## config.mk

```make
export PLATFORM = sky130hd
export DESIGN_NAME = mem_bus_arbiter
export DESIGN_NICKNAME = d
export VERILOG_FILES = /design/src/rtl/mem_bus_arbiter.sv
export SDC_FILE = /design/constraint.sdc
export NUM_CORES = 1
export LEC_CHECK = 0
export CORE_ASPECT_RATIO = 1.25
export CORE_MARGIN = 4
export CORE_UTILIZATION = 35
export CTS_CLUSTER_SIZE = 24
export DETAILED_ROUTE_END_ITERATION = 6
export PLACE_DENSITY = 0.72
export SYNTH_ARGS = -nofsm -noshare
export SYNTH_HDL_FRONTEND = slang
export SYNTH_SLANG_ARGS = --single-unit
```

## constraint.sdc

```tcl
create_clock -name clk -period 4.25 [get_ports clk]
set_input_delay 0.425 -clock clk [delete_from_list [all_inputs] [get_ports clk]]
set_output_delay 0.425 -clock clk [all_outputs]
set_load 0.005 [all_outputs]
```

## src/rtl/mem_bus_arbiter.sv

```systemverilog
`default_nettype none
// ============================================================================
//  Module   : mem_bus_arbiter
//  Brief    : Arbitrates the 16-bit memory bus between execute-stage data
//             requests and instruction fetch. Data wins, with a starvation
//             guard for fetch and a wait-state timeout abort.
//  Revision : 1.0  initial release
// ============================================================================
module mem_bus_arbiter #(
    parameter int MAX_WAIT     = 15,
    parameter int STARVE_LIMIT = 3
) (
    input  logic        clk,
    input  logic        a_rst,
    input  logic        ex_rq,
    input  logic        ex_cmd,
    input  logic        ex_width,
    input  logic [15:0] ex_addr,
    input  logic [15:0] ex_wdata,
    input  logic        if_rq,
    input  logic [15:0] if_addr,
    input  logic        bus_ack,
    input  logic [15:0] bus_rdata,
    output logic        bus_req,
    output logic        bus_we,
    output logic        bus_byte,
    output logic [15:0] bus_addr,
    output logic [15:0] bus_wdata,
    output logic [15:0] ex_rdata,
    output logic        ex_done,
    output logic [15:0] if_data,
    output logic        if_valid,
    output logic        bus_err,
    output logic        stop
);

    // Last wait count before the abort edge: the abort happens on the edge
    // where the count would reach MAX_WAIT, giving MAX_WAIT bus cycles total.
    localparam logic [7:0] WAIT_LAST  = 8'(MAX_WAIT - 1);
    localparam logic [3:0] STARVE_MAX = 4'(STARVE_LIMIT);

    typedef enum logic [1:0] {
        ST_IDLE  = 2'd0,
        ST_DATA  = 2'd1,
        ST_FETCH = 2'd2
    } state_t;

    state_t      state_q, state_d;
    logic [3:0]  starve_q, starve_d;
    logic [7:0]  wait_q, wait_d;
    logic [15:0] addr_q, addr_d;
    logic [15:0] wdata_q, wdata_d;
    logic        we_q, we_d;
    logic        byte_q, byte_d;
    logic [15:0] ex_rdata_q, ex_rdata_d;
    logic [15:0] if_data_q, if_data_d;
    logic        ex_done_q, ex_done_d;
    logic        if_valid_q, if_valid_d;
    logic        bus_err_q, bus_err_d;

    logic        w_timeout;
    logic        w_fetch_forced;

    assign w_timeout      = (wait_q == WAIT_LAST);
    assign w_fetch_forced = if_rq && (starve_q == STARVE_MAX);

    // Next-state, grant, latching and completion logic
    always_comb begin
        state_d    = state_q;
        starve_d   = starve_q;
        wait_d     = wait_q;
        addr_d     = addr_q;
        wdata_d    = wdata_q;
        we_d       = we_q;
        byte_d     = byte_q;
        ex_rdata_d = ex_rdata_q;
        if_data_d  = if_data_q;
        ex_done_d  = 1'b0;
        if_valid_d = 1'b0;
        bus_err_d  = 1'b0;

        case (state_q)
            ST_IDLE: begin
                if (ex_rq && !w_fetch_forced) begin
                    state_d = ST_DATA;
                    wait_d  = 8'd0;
                    addr_d  = ex_addr;
                    wdata_d = ex_wdata;
                    we_d    = ex_cmd;
                    byte_d  = ex_width;
                    // Count data grants that made fetch wait; saturate.
                    if (!if_rq) begin
                        starve_d = 4'd0;
                    end else if (starve_q != STARVE_MAX) begin
                        starve_d = starve_q + 4'd1;
                    end
                end else if (if_rq) begin
                    state_d  = ST_FETCH;
                    wait_d   = 8'd0;
                    starve_d = 4'd0;
                    addr_d   = if_addr;
                    we_d     = 1'b0;
                    byte_d   = 1'b0;
                end
            end
            ST_DATA: begin
                if (bus_ack || w_timeout) begin
                    state_d   = ST_IDLE;
                    ex_done_d = 1'b1;
                    bus_err_d = !bus_ack;
                    if (!we_q) begin
                        if (!bus_ack) begin
                            ex_rdata_d = 16'hFFFF;
                        end else if (byte_q) begin
                            ex_rdata_d = {8'h00, bus_rdata[7:0]};
                        end else begin
                            ex_rdata_d = bus_rdata;
                        end
                    end
                end else begin
                    wait_d = wait_q + 8'd1;
                end
            end
            ST_FETCH: begin
                if (bus_ack || w_timeout) begin
                    state_d    = ST_IDLE;
                    if_valid_d = 1'b1;
                    bus_err_d  = !bus_ack;
                    if_data_d  = bus_ack ? bus_rdata : 16'hFFFF;
                end else begin
                    wait_d = wait_q + 8'd1;
                end
            end
            default: begin
                state_d = ST_IDLE;
            end
        endcase
    end

    // State and output registers, asynchronously cleared
    always_ff @(posedge clk or posedge a_rst) begin
        if (a_rst) begin
            state_q    <= ST_IDLE;
            starve_q   <= 4'd0;
            wait_q     <= 8'd0;
            addr_q     <= 16'h0000;
            wdata_q    <= 16'h0000;
            we_q       <= 1'b0;
            byte_q     <= 1'b0;
            ex_rdata_q <= 16'h0000;
            if_data_q  <= 16'h0000;
            ex_done_q  <= 1'b0;
            if_valid_q <= 1'b0;
            bus_err_q  <= 1'b0;
        end else begin
            state_q    <= state_d;
            starve_q   <= starve_d;
            wait_q     <= wait_d;
            addr_q     <= addr_d;
            wdata_q    <= wdata_d;
            we_q       <= we_d;
            byte_q     <= byte_d;
            ex_rdata_q <= ex_rdata_d;
            if_data_q  <= if_data_d;
            ex_done_q  <= ex_done_d;
            if_valid_q <= if_valid_d;
            bus_err_q  <= bus_err_d;
        end
    end

    assign bus_req   = (state_q != ST_IDLE);
    assign bus_we    = we_q;
    assign bus_byte  = byte_q;
    assign bus_addr  = addr_q;
    assign bus_wdata = wdata_q;
    assign ex_rdata  = ex_rdata_q;
    assign ex_done   = ex_done_q;
    assign if_data   = if_data_q;
    assign if_valid  = if_valid_q;
    assign bus_err   = bus_err_q;
    // Stall the execute stage until the done pulse is visible.
    assign stop      = ex_rq & ~ex_done_q;

endmodule
`default_nettype wire

```

==> run metrics <==
# DRC 0; Yosys reg bits 83; Worst-path clk slew 60 ps; post-CTS setup buffers 0; largest net degree at the start of global routing 52; max_slew headroom 35.02%; cts repair resizes 0; Initial Util 36.49%; Startpoint Class flip-flop; Yosys cell types 39; chip height 120.8 µm; MaxCap Viol Count 0; CP Max Fanout 14; GP Congestion 0.8407; Max clock buf depth 2; cell taking the most area after synthesis dfrtp_1; Crit Path Class reg2reg; status complete, no violations; skew final 6.126 ps; DR vias 2846; RSZ-0062 raised after global routing false; Tightest Hold Check Type reg2reg; gr usage total 15.50%; slew of the pin with the lowest slew margin 970.1 ps; wire per inst 15.85 µm; final antenna-violating net count 0; CP Data Required Time 4460 ps; post-synthesis sequential area ratio 58.33%; Max Freq 0.4095 GHz; share of cells above drive strength 1 9.524%; htree depth 3; Ports 142; Critical Path AT 2650 ps; Leak 2.240 nW; antenna violations before repair 0; clk root buf clkbuf_16; pwr dens 669.7 nW/µm²; first-pass GRT wire length 14790 µm; vias in the first global route 2975; Diodes inserted 0; CTS buffer count 9; Setup TNS Final 0 ps; Syn. warnings 0; CTS Sinks 83; Post-DP HPWL 6839 µm; dpl ws 1680 ps; port buffer count 141; Mapped Nets 370; CTS tree yes; post-route clock period utilization 57.45%; share of the synthesized area in the top cell type 58.33%; Hold Vio Cnt, Final 0; Nets 513; commonest non-fill, non-tap cell in the layout clkdlybuf4s50_1; Die Wd 98.22 µm; Worst setup EP type flip-flop; Slew Viols, Final 0; most frequent cells in the layout clkdlybuf4s50_1 (141), dfrtp_1 (83), o22a_1 (32); drt first pass iters 4; vias per std cell 5.019; core area 9759 µm²; Mapped Cells 293; total global routing overflow 0; Synth area leaders dfrtp_1 (58%), o22a_1 (7.9%), mux2_2 (5.1%); Iteration-0 DRC Markers 147; Max VDD drop 273.0 µV; row count 40; Setup WS post-layout 1808 ps; Routed WL 8987 µm; area delta synth->final 52.00%; hold buffers post-CTS 0; die area 11860 µm²; insertion delay to the later sink of the worst-skew pair 330 ps; Setup Viol. Count Final 0; fin crit period 2442 ps; mapped cell area 3561 µm²; syn avg cell area 12.15 µm²
[synthesized netlist by cell type (all sizes together)]
cell type	instances
o21ai	28
xnor2	1
clkbuf	6
o21a	1
a31oi	5
nand3	7
o22a	32
ha	6
a32o	2
nor4	1
and2	2
or3	1
nor2b	12
a22o	2
o41ai	1
nand2	28
dfrtp	83
o31ai	2
mux2i	16
and4	1
inv	8
nand2b	5
a221o	1
o211a	1
nor3b	1
nor3	3
nand3b	1
or4	1
nand4	1
o221ai	2
o211ai	1
buf	8
mux2	17
nor2	6
[critical path, cell delays in order, from the launching register on]
cell	delay [ps]
dfrtp_1	390
inv_1	80
ha_1	380
nand2b_1	90
a31oi_1	720
o21a_1	330
mux2_1	330
[cells by family (layout without fill, tap and decap cells)]
| logic type | Yosys count | count (layout) | synth area share [%] |
|---|---|---|---|
| compound gates | 78 | 78 | 16.06 |
| xor+xnor | 1 | 1 | 0.2460 |
| fa+ha+maj | 6 | 6 | 2.108 |
| buf+inv | 22 | 170 | 2.916 |
| flops | 83 | 83 | 58.33 |
| mux | 33 | 33 | 9.873 |
| simple gates | 70 | 70 | 10.47 |
[power by group]
| part | switching (mW) | total (mW) | internal (mW) |
|---|---|---|---|
| Combinational | 0.544 | 1.49 | 0.948 |
| Clock | 0.310 | 0.784 | 0.475 |
| Sequential | 0.213 | 1.35 | 1.14 |
| Total | 1.07 | 3.62 | 2.56 |
[cell type report]
| type | count | area (µm²) |
|---|---|---|
| clock buffer | 11 | 242.7 |
| clock inverter | 5 | 60.06 |
| fill | 845 | 4347 |
| inverter | 8 | 31.28 |
| multi-input combinational | 188 | 1388 |
| sequential | 83 | 2077 |
| tap | 126 | 157.7 |
| timing repair buffer | 146 | 1456 |
[state kept, by name (all words and copies together), names as in the netlist]
name / count
ex_done: 1
bus_err: 1
wait_q: 8
bus_addr: 16
bus_byte: 1
if_valid: 1
bus_we: 1
bus_wdata: 16
if_data: 16
starve_q: 4
state_q: 2
ex_rdata: 16
[metrics by stage]
step,total power [mW],utilization [%],instances,hold slack (ps),instance area [µm²]
2_1_floorplan,1.974,-,293,473.3,3561
3_3_place_gp,2.822,52.21,550,464.5,5095
3_5_place_dp,2.874,52.21,550,469.9,5095
4_1_cts,3.674,55.31,566,484.5,5398
5_1_grt,3.868,55.46,567,496.2,5413
6_report,3.625,55.46,567,478.8,5413
[worst paths after layout]
path                                     end         from  cells after the start  slack (ps)
min in group asynchronous       bus_addr[11]        a_rst                      2         560
worst max register to register     wait_q[1]   state_q[0]                      6        1810
worst min-delay path             bus_addr[0]  bus_addr[0]                      2         480
worst min register to register   bus_addr[0]  bus_addr[0]                      2         480
worst max-delay path               wait_q[1]   state_q[0]                      6        1810
max in group asynchronous        bus_addr[0]        a_rst                      3        2750
[routing by layer]
metal | share of wire [%] | track usage (%)
met5 | 0 | 0
met4 | 1.8 | 6.063
met3 | 7.0 | 4.212
met2 | 51 | 26.79
met1 | 40 | 18.30
Note: power is estimated with default switching activity, not from simulation.
